<file path="config.mk">
export PLATFORM = sky130hd
export DESIGN_NAME = mc_main_fsm
export DESIGN_NICKNAME = d
export VERILOG_FILES = /design/src/rtl/mc_ctrl_pkg.sv /design/src/rtl/mc_ctrl_outputs.sv /design/src/rtl/mc_main_fsm.sv
export SDC_FILE = /design/constraint.sdc
export NUM_CORES = 1
export LEC_CHECK = 0
export BUFFER_PORTS_ARGS = -buffer_cell sky130_fd_sc_hd__buf_4
export CORE_MARGIN = 5
export CORE_UTILIZATION = 50
export CTS_CLUSTER_DIAMETER = 40
export DETAILED_ROUTE_END_ITERATION = 7
export GPL_ROUTABILITY_DRIVEN = 0
export PLACE_DENSITY = 0.8
export SYNTH_ARGS = -nofsm -noshare
export SYNTH_HDL_FRONTEND = slang
export SYNTH_SLANG_ARGS = --single-unit
</file>
<file path="constraint.sdc">
create_clock -name clk -period 2.37 [get_ports clk]
set_input_delay 0.237 -clock clk [delete_from_list [all_inputs] [get_ports clk]]
set_output_delay 0.237 -clock clk [all_outputs]
set_load 0.1 [all_outputs]
</file>
<file path="src/rtl/mc_ctrl_pkg.sv">
`default_nettype none
// ============================================================================
// Module      : mc_ctrl_pkg
// Description : Shared types and encodings for the multi-cycle RV32I main
//               control FSM. Includes the state enum, the RV32I opcode
//               constants, the datapath mux/ALU select encodings, and the
//               packed control word produced by the state decoder.
// Revision    : 1.0 - initial release
// ============================================================================
package mc_ctrl_pkg;

    // Main FSM states. The encoding is explicit so that trace tools can use
    // the state_o values directly. Encodings 13..15 are unreachable.
    typedef enum logic [3:0] {
        S_FETCH    = 4'd0,
        S_DECODE   = 4'd1,
        S_MEMADR   = 4'd2,
        S_MEMREAD  = 4'd3,
        S_MEMWB    = 4'd4,
        S_MEMWRITE = 4'd5,
        S_EXECR    = 4'd6,
        S_EXECI    = 4'd7,
        S_ALUWB    = 4'd8,
        S_BEQ      = 4'd9,
        S_JAL      = 4'd10,
        S_LUI      = 4'd11,
        S_ILLEGAL  = 4'd12
    } state_t;

    // Supported RV32I major opcodes (instr[6:0])
    localparam logic [6:0] OP_LOAD   = 7'b0000011;
    localparam logic [6:0] OP_STORE  = 7'b0100011;
    localparam logic [6:0] OP_R      = 7'b0110011;
    localparam logic [6:0] OP_I      = 7'b0010011;
    localparam logic [6:0] OP_BRANCH = 7'b1100011;
    localparam logic [6:0] OP_JAL    = 7'b1101111;
    localparam logic [6:0] OP_LUI    = 7'b0110111;

    // result mux select
    localparam logic [1:0] RES_ALUOUT = 2'b00;
    localparam logic [1:0] RES_DATA   = 2'b01;
    localparam logic [1:0] RES_ALU    = 2'b10;

    // ALU operand A select
    localparam logic [1:0] SRCA_PC    = 2'b00;
    localparam logic [1:0] SRCA_OLDPC = 2'b01;
    localparam logic [1:0] SRCA_RS1   = 2'b10;
    localparam logic [1:0] SRCA_ZERO  = 2'b11;

    // ALU operand B select
    localparam logic [1:0] SRCB_RS2   = 2'b00;
    localparam logic [1:0] SRCB_IMM   = 2'b01;
    localparam logic [1:0] SRCB_FOUR  = 2'b10;

    // ALU operation class handed to the ALU decoder
    localparam logic [1:0] ALUOP_ADD   = 2'b00;
    localparam logic [1:0] ALUOP_SUB   = 2'b01;
    localparam logic [1:0] ALUOP_FUNCT = 2'b10;

    // Raw per-state control word, before mem_ready gating and reset forcing
    typedef struct packed {
        logic       pc_update;
        logic       branch;
        logic       adr_src;
        logic       mem_write;
        logic       ir_write;
        logic [1:0] result_src;
        logic [1:0] alu_src_a;
        logic [1:0] alu_src_b;
        logic [1:0] alu_op;
        logic       reg_write;
    } ctrl_t;

endpackage : mc_ctrl_pkg
`default_nettype wire

</file>
<file path="src/rtl/mc_ctrl_outputs.sv">
`default_nettype none
// ============================================================================
// Module      : mc_ctrl_outputs
// Description : Purely combinational state-to-control-word decoder for the
//               main FSM. The word it produces depends only on the state;
//               the top applies mem_ready gating and reset forcing.
// Ports       : i_state - current FSM state
//               o_ctrl  - raw control word for that state
// Revision    : 1.0 - initial release
// ============================================================================
module mc_ctrl_outputs
    import mc_ctrl_pkg::*;
(
    input  state_t i_state,
    output ctrl_t  o_ctrl
);

    always_comb begin
        o_ctrl = '0;
        case (i_state)
            S_FETCH: begin
                o_ctrl.adr_src    = 1'b0;
                o_ctrl.alu_src_a  = SRCA_PC;
                o_ctrl.alu_src_b  = SRCB_FOUR;
                o_ctrl.alu_op     = ALUOP_ADD;
                o_ctrl.result_src = RES_ALU;
                // The top qualifies both of these with mem_ready
                o_ctrl.ir_write   = 1'b1;
                o_ctrl.pc_update  = 1'b1;
            end
            S_DECODE: begin
                // Precompute oldPC + imm so BEQ/JAL find their target in ALUOut
                o_ctrl.alu_src_a  = SRCA_OLDPC;
                o_ctrl.alu_src_b  = SRCB_IMM;
                o_ctrl.alu_op     = ALUOP_ADD;
            end
            S_MEMADR: begin
                o_ctrl.alu_src_a  = SRCA_RS1;
                o_ctrl.alu_src_b  = SRCB_IMM;
                o_ctrl.alu_op     = ALUOP_ADD;
            end
            S_MEMREAD: begin
                o_ctrl.adr_src    = 1'b1;
            end
            S_MEMWB: begin
                o_ctrl.result_src = RES_DATA;
                o_ctrl.reg_write  = 1'b1;
            end
            S_MEMWRITE: begin
                o_ctrl.adr_src    = 1'b1;
                o_ctrl.mem_write  = 1'b1;
            end
            S_EXECR: begin
                o_ctrl.alu_src_a  = SRCA_RS1;
                o_ctrl.alu_src_b  = SRCB_RS2;
                o_ctrl.alu_op     = ALUOP_FUNCT;
            end
            S_EXECI: begin
                o_ctrl.alu_src_a  = SRCA_RS1;
                o_ctrl.alu_src_b  = SRCB_IMM;
                o_ctrl.alu_op     = ALUOP_FUNCT;
            end
            S_LUI: begin
                // 0 + U-immediate
                o_ctrl.alu_src_a  = SRCA_ZERO;
                o_ctrl.alu_src_b  = SRCB_IMM;
                o_ctrl.alu_op     = ALUOP_ADD;
            end
            S_ALUWB: begin
                o_ctrl.result_src = RES_ALUOUT;
                o_ctrl.reg_write  = 1'b1;
            end
            S_BEQ: begin
                o_ctrl.alu_src_a  = SRCA_RS1;
                o_ctrl.alu_src_b  = SRCB_RS2;
                o_ctrl.alu_op     = ALUOP_SUB;
                o_ctrl.result_src = RES_ALUOUT;
                o_ctrl.branch     = 1'b1;
            end
            S_JAL: begin
                // PC <- target held in ALUOut while the ALU forms oldPC + 4
                o_ctrl.alu_src_a  = SRCA_OLDPC;
                o_ctrl.alu_src_b  = SRCB_FOUR;
                o_ctrl.alu_op     = ALUOP_ADD;
                o_ctrl.result_src = RES_ALUOUT;
                o_ctrl.pc_update  = 1'b1;
            end
            default: begin
                // ILLEGAL and unreachable encodings: everything stays 0
            end
        endcase
    end

endmodule : mc_ctrl_outputs
`default_nettype wire

</file>
<file path="src/rtl/mc_main_fsm.sv">
`default_nettype none
// ============================================================================
// Module      : mc_main_fsm
// Description : Main control FSM of the multi-cycle RV32I core. Sequences
//               fetch / decode / execute / memory / writeback and drives all
//               datapath enables and mux selects.
// Ports       : clk, rst_n          - clock, async active-low reset
//               opcode              - instr[6:0] from instruction register
//               mem_ready           - memory completes access this cycle
//               pc_write            - unconditional part of the PC load
//               pc_update, branch   - PC load controls
//               adr_src, mem_write  - memory address select / write strobe
//               ir_write            - IR and oldPC load
//               result_src, alu_src_a, alu_src_b, alu_op - datapath selects
//               reg_write           - register file write enable
//               illegal_instr       - sticky illegal-opcode flag
//               state_o             - current state for trace
// Revision    : 1.0 - initial release
// ============================================================================
module mc_main_fsm
    import mc_ctrl_pkg::*;
#(
    parameter state_t RESET_STATE = S_FETCH
) (
    input  logic       clk,
    input  logic       rst_n,
    input  logic [6:0] opcode,
    input  logic       mem_ready,
    output logic       pc_write,
    output logic       pc_update,
    output logic       branch,
    output logic       adr_src,
    output logic       mem_write,
    output logic       ir_write,
    output logic [1:0] result_src,
    output logic [1:0] alu_src_a,
    output logic [1:0] alu_src_b,
    output logic [1:0] alu_op,
    output logic       reg_write,
    output logic       illegal_instr,
    output logic [3:0] state_o
);

    state_t r_state;
    state_t w_next_state;
    logic   r_illegal;
    ctrl_t  w_ctrl;
    logic   w_in_fetch;

    // ------------------------------------------------------------------
    // Next-state logic
    // ------------------------------------------------------------------
    always_comb begin
        w_next_state = S_FETCH;
        case (r_state)
            S_FETCH:    w_next_state = mem_ready ? S_DECODE : S_FETCH;
            S_DECODE: begin
                // Every legal opcode has [1:0]=11, so compressed/garbage
                // encodings fall through to ILLEGAL here.
                case (opcode)
                    OP_LOAD,
                    OP_STORE:  w_next_state = S_MEMADR;
                    OP_R:      w_next_state = S_EXECR;
                    OP_I:      w_next_state = S_EXECI;
                    OP_BRANCH: w_next_state = S_BEQ;
                    OP_JAL:    w_next_state = S_JAL;
                    OP_LUI:    w_next_state = S_LUI;
                    default:   w_next_state = S_ILLEGAL;
                endcase
            end
            // opcode[5] separates store (0100011) from load (0000011)
            S_MEMADR:   w_next_state = opcode[5] ? S_MEMWRITE : S_MEMREAD;
            S_MEMREAD:  w_next_state = mem_ready ? S_MEMWB : S_MEMREAD;
            S_MEMWB:    w_next_state = S_FETCH;
            S_MEMWRITE: w_next_state = mem_ready ? S_FETCH : S_MEMWRITE;
            S_EXECR:    w_next_state = S_ALUWB;
            S_EXECI:    w_next_state = S_ALUWB;
            S_LUI:      w_next_state = S_ALUWB;
            S_ALUWB:    w_next_state = S_FETCH;
            S_BEQ:      w_next_state = S_FETCH;
            S_JAL:      w_next_state = S_ALUWB;
            S_ILLEGAL:  w_next_state = S_ILLEGAL;
            default:    w_next_state = S_FETCH;
        endcase
    end

    // ------------------------------------------------------------------
    // State register and sticky illegal flag. The flag is set on entry to
    // ILLEGAL so it rises together with the state.
    // ------------------------------------------------------------------
    always_ff @(posedge clk or negedge rst_n) begin
        if (!rst_n) begin
            r_state   <= RESET_STATE;
            r_illegal <= 1'b0;
        end else begin
            r_state <= w_next_state;
            if (w_next_state == S_ILLEGAL) begin
                r_illegal <= 1'b1;
            end
        end
    end

    // ------------------------------------------------------------------
    // Control word decode
    // ------------------------------------------------------------------
    mc_ctrl_outputs u_outputs (
        .i_state (r_state),
        .o_ctrl  (w_ctrl)
    );

    assign w_in_fetch = (r_state == S_FETCH);

    // Write enables are qualified with rst_n so that no write can be seen
    // while reset is held, even though FETCH itself would assert them on
    // mem_ready. Selects pass through and show their FETCH values in reset.
    assign ir_write   = rst_n & w_ctrl.ir_write & mem_ready;
    assign pc_update  = rst_n & w_ctrl.pc_update & (mem_ready | ~w_in_fetch);
    assign branch     = rst_n & w_ctrl.branch;
    assign mem_write  = rst_n & w_ctrl.mem_write;
    assign reg_write  = rst_n & w_ctrl.reg_write;

    // The datapath ORs in (branch & zero); this is the unconditional term.
    assign pc_write   = pc_update;

    assign adr_src    = w_ctrl.adr_src;
    assign result_src = w_ctrl.result_src;
    assign alu_src_a  = w_ctrl.alu_src_a;
    assign alu_src_b  = w_ctrl.alu_src_b;
    assign alu_op     = w_ctrl.alu_op;

    assign illegal_instr = r_illegal;
    assign state_o       = r_state;

endmodule : mc_main_fsm
`default_nettype wire

</file>
==> results.toml, run 1 <==
[detailed_routing]
wl_met3_um = 149
first_pass_iters = 4
wl_met2_um = 1033
drt-wirelength-per-cell_um = 14.79
vias = 776
routed_wl_um = 1982
ant_nets = 0
wl_met1_um = 764
drc = 0
vias_per_cell = 5.791
top_layer = "met4"
drtIter0Drc = 9

[synthesis]
syn_nets = 104
yosys.area_share.simple_pct = 40.07
synth_top_area_share_pct = 17.89
yosys-mux-area-fraction_pct = 1.431
postSynthAreaPerCell_um2 = 7.441
synth_top_family_by_area = "simple AND/OR/NAND/NOR gates"
synth_top_area_cell = "dfrtp_1"
synth-seq-area-share_pct = 17.89
ys.flop_type = "dfrtp_1"
yosys-top-cells-count = "9 x nor2_1, 8 x a21oi_1, 7 x nand2b_1"
synth_edf_count = 0
synth.most_common_cell = "nor2_1"
ys_types = 40
synthTopCellsByArea = "dfrtp_1 18%, nand2b_1 6.3%, a21oi_1 5.7%"
yosys.area_share.adder_pct = 0
synth_xor_area_share_pct = 2.504
synthCells = 94
ys_async_sr_fraction_pct = 100.0
ys_warn_count = 0
synth.cell_area_um2 = 699.4
synth-compound-area-share_pct = 26.12
ys_seq_elements = 5

[floorplan]
die-area_um2 = 2247
io_pins = 30
die_x_um = 47.40
core_um2 = 1318
die_y_um = 47.40
row_count = 13
initial_core_util_pct = 53.09

[clock_tree]
cts-buffers-inserted = 3
cts.sinks = 5
cts_max_level = 1
cts.clk_slew.worst_paths_ns = 0.04
clk_latency_ns = 0.25
clockRootBuffer = "clkbuf_4"
cts_buffer_depth = 2
cts_tree = "yes"

[timing]
setup_violations = 0
fin_worst_skew_ns = 0.01069
relSlewSlack_pct = 67.25
rsz0062_at_grt = "false"
hold_ws_ns = 0.3655
slew_viol_final = 0
fin_ws_ns = 0.3677
hold_viol = 0
period_minus_slack_ns = 2.002
max_freq_mhz = 499.4
tightestPinTransition_ns = 0.4880
period_share_pct = 84.49

[layout]
syn2layout_area_growth_pct = 52.06
final_cell_area_um2 = 1064
drive_gt1_share_pct = 47.90
antennaDiodeCount = 0
nNetsFinal = 130

[placement]
hpwl_um = 1492
portBuffers = 29
pre_cts_ws_ns = 0.6082
placed_area_um2 = 1027

[worst_hold_path]
holdPathEnd = "state_o[0]"
min_path_cells = 3
hp-start = "opcode[4]"
hp-class = "input pin to register"

[global_route]
grt_overflow = 0
antenna_found_initial = 0
track_usage_pct = 21.13
grt_max_degree = 25
grt_pass1_wl_um = 3339
grt_pass1_vias = 751

[worst_setup_path]
cp-end-kind = "primary output"
reg2reg_from = "state_o[0]"
r2r_end = "illegal_instr"
start_kind = "register"
path_class = "register to primary output"
cp_max_fo = 20
cp.arrival_ns = 1.77
r2r_setup_slack_ns = 0.71
reg2regPathDepth = 4
crit_required_ns = 2.13

[status]
outcome = "finished, final reports clean"

[flow_run]
drv_cap = 0
## through the flow
stage               TNS (ns)  util, %  cells
detailed placement         0    77.97    129
floorplan            -0.8930        -     94
global placement           0    77.97    129
CTS                        0    80.72    134
finish                     0    80.72    134
global route               0    80.72    134
## logic make-up (layout without fill, tap and decap cells)
family,Yosys count,count (layout)
AO/OA/AOI/OAI,24,24
XOR/XNOR,2,2
buffers and inverters,15,40
flip-flops,5,5
multiplexers,1,1
AND/OR/NAND/NOR,47,47
## routing by layer
metal	global-route usage, %	vias to the layer above
met5	0	-
met4	9.392	0
met3	4.598	4
met2	36.63	27
met1	24.54	353
li1	-	392
## registers in the layout (all words and copies together) (netlist names)
signal         flops
illegal_instr      1
state_o            4
## repair_timing
action / CTS / global route
resized for setup: 0 / 0
buffers inserted: 0 / 0
hold endpoints to repair: 5 / 0
hold buffers: 1 / 0
## worst max path at each step
stage | from | end | slack, ns | cells past startpoint
2_1_floorplan | state_o[1] | pc_write | -0.50 | 6
3_3_place_gp | state_o[3] | pc_write | 0.67 | 4
3_5_place_dp | state_o[0] | alu_src_b[0] | 0.61 | 5
4_1_cts | state_o[0] | alu_src_b[0] | 0.36 | 5
5_1_grt | state_o[0] | alu_src_b[0] | 0.24 | 5
6_report | state_o[0] | alu_src_b[0] | 0.37 | 5
## worst max-delay path, stage by stage, from the launching register on
cell and delay, ns:
dfrtp_2 0.63, nand2_1 0.20, nand2_1 0.11, o21ai_0 0.12, o22ai_2 0.14, buf_4 0.31
## final cells by class
class                           instances  area, um^2
Multi-Input combinational cell         74       630.6
Clock buffer                            4       26.28
Inverter                                6       22.52
Timing Repair Buffer                   30       227.7
Sequential cell                         5       137.6
Fill cell                              89       254.0
Tap cell                               15       18.77
## placed cells by master, fill, tap and decap left out, types with 2 or more instances in the layout
master	n
a211oi_1	2
a21oi_1	5
a21oi_2	3
and3b_1	2
buf_4	29
clkbuf_4	3
dfrtp_4	3
inv_1	6
nand2_1	5
nand2b_1	7
nand3_1	3
nor2_1	4
nor2_4	4
nor3_4	3
nor3b_1	2
nor4_4	2
o21ai_0	3
or2b_1	2
or3b_1	2
xor2_1	2
Power of run 1 is not shown: default switching activity piles up to over one toggle a cycle in this logic, so the estimate is an artifact.
==> inputs of run 2 (changes only) <==
- CORE_UTILIZATION: 50 -> 42
- PLACE_DENSITY: 0.8 -> 0.72
- clock period: 2.37 -> 1.6 ns (I/O delays scaled with it)
==> run 2 against run 1 <==
  * The flow now finishes with violations (negative setup slack)
  * Global-route usage rose by 4.5 points
  * Non-clock buffer count rose by 18
  * Flip-flop and latch count did not move
  * Critical path depth did not move
  * Die area rose by 15%
  * Setup slack got worse by 0.54 ns
  * First-iteration DRC count rose to 8.7 times the previous value
  * Highest routed layer unchanged
==> results.toml, run 2 (synthesis gave the netlist of run 1 again) <==
[timing]
hold_ws_ns = 0.2905
rsz0062_at_grt = "true"
hold_viol = 0
tightestPinTransition_ns = 0.4121
fin_ws_ns = -0.1703
period_share_pct = 110.6
relSlewSlack_pct = 72.36
fin_worst_skew_ns = 0.006227
setup_violations = 16
slew_viol_final = 0
period_minus_slack_ns = 1.770
max_freq_mhz = 564.9

[worst_setup_path]
max_stage_delay_ns = 0.53
crit_required_ns = 1.44
path_class = "register to primary output"
cp-end-kind = "primary output"
crit_slowest_cell = "dfrtp_4"
crit_chain = "buf_6 -> xor2_1 -> o21ai_1 -> o22ai_2 -> buf_12"
start_kind = "register"
cp_max_fo = 7
cp.arrival_ns = 1.61

[detailed_routing]
drtIter0Drc = 78
ant_nets = 0
drc = 0
drt-wirelength-per-cell_um = 21.40
vias_per_cell = 6.575
vias = 1006
first_pass_iters = 5
routed_wl_um = 3274

[layout]
largest_register_ffs = 4
num-fill-cells = 47
antennaDiodeCount = 0
nNetsFinal = 148
layout_common_cells = "28 x buf_4, 10 x buf_12, 9 x buf_6"
multi_input_area_um2 = 710.7
drive_gt1_share_pct = 64.96
seq_area_um2 = 140.1
final_common_cell = "buf_4"
instances_no_fill = 153
syn2layout_area_growth_pct = 106.3

[global_route]
grt_overflow = 0
grt_pass1_vias = 979
track_usage_pct = 25.58
grt_pass1_wl_um = 4961
antenna_found_initial = 0
grt_max_degree = 13

[clock_tree]
clk_latency_ns = 0.27
cts_max_level = 1
cts_tree = "yes"
cts.clk_slew.worst_paths_ns = 0.06
cts.sinks = 5
clockRootBuffer = "clkbuf_4"
cts_buffer_depth = 2
cts-buffers-inserted = 3

[power]
seq_power_share_pct = 8.2
intPower_w = 0.001157
p_comb_share_pct = 86.3
switching_share_pct = 62.53
powerDensity_nw_per_um2 = 2141
p_sw_w = 0.001931
p_leak_nw = 0.5791
p_clk_share_pct = 5.6
peakVddDrop_v = 0.002252

[status]
outcome = "finished with violations"
violations = "negative setup slack"

[worst_hold_path]
hp-class = "input pin to register"

[floorplan]
core_um2 = 1541
row_count = 14
io_pins = 30
die_x_um = 50.81
die-area_um2 = 2581
die_y_um = 50.81
initial_core_util_pct = 45.37

[placement]
hpwl_um = 1630
placed_cells = 140
portBuffers = 29

[flow_run]
drv_cap = 0
run 2: routing by layer:
metal | GRT usage, % | vias to the layer above | part of all wire, %
li1 | - | 425 | -
met1 | 28.19 | 467 | 35
met2 | 42.36 | 92 | 50
met3 | 4.734 | 22 | 10
met4 | 20.00 | 0 | 5.1
met5 | 0 | - | 0
run 2: final cells by class:
cell class	count	area share (%)
multi-input cells	74	49.26
clock inverters	1	0.3469
repair buffers	48	36.17
flip-flops and latches	5	9.714
inverters	6	1.561
well taps	16	1.388
clock buffers	3	1.561
run 2: power by group through the flow:
stage | combinational [W] | sequential, W | clock, W
after floorplan | 0.00167 | 0.000426 | 0
after global placement | 0.00207 | 0.000281 | 0
after detailed placement | 0.00209 | 0.000286 | 0
after CTS | 0.00248 | 0.000249 | 0.000156
after global routing | 0.00274 | 0.000258 | 0.000181
final | 0.00266 | 0.000253 | 0.000171
run 2: what timing repair did:
item,CTS,global route
gates resized for setup,39,18
hold buffers,1,0
setup endpoints to repair,15,18
buffers inserted,7,1
endpoints found under the hold margin,5,0
pin swaps,2,4
run 2: final timing paths:
| kind | to | depth (start not counted) | startpoint | slack, ns |
|---|---|---|---|---|
| setup reg to reg | illegal_instr | 5 | state_o[1] | -0.14 |
| hold reg to reg | illegal_instr | 2 | illegal_instr | 0.48 |
| min in group asynchronous | state_o[3] | 2 | rst_n | 0.35 |
| hold / removal | state_o[0] | 3 | opcode[4] | 0.29 |
| max in group asynchronous | state_o[2] | 2 | rst_n | 1.00 |
| setup / recovery | alu_src_b[0] | 5 | state_o[1] | -0.17 |
run 2: critical path: cells and delay by family, from the launching register on:
family	cells	cell delay, ns
xor+xnor	1	0.14
compound gates	2	0.33
buf+inv	2	0.33
flops	1	0.53
run 2: stage by stage:
stage	total power (W)	TNS, ns	instance area [um^2]	util (%)	setup slack, ns
floorplan	0.002099	-7.406	943.4	-	-1.194
global placement	0.002352	0	1134	73.54	0.05767
global route	0.003177	-2.250	1443	93.59	-0.2365
CTS	0.002885	-0.9367	1370	88.88	-0.1488
detailed placement	0.002373	0	1134	73.54	0.03265
finish	0.003088	-1.478	1443	93.59	-0.1703
Power figures use the tool's default switching activity.
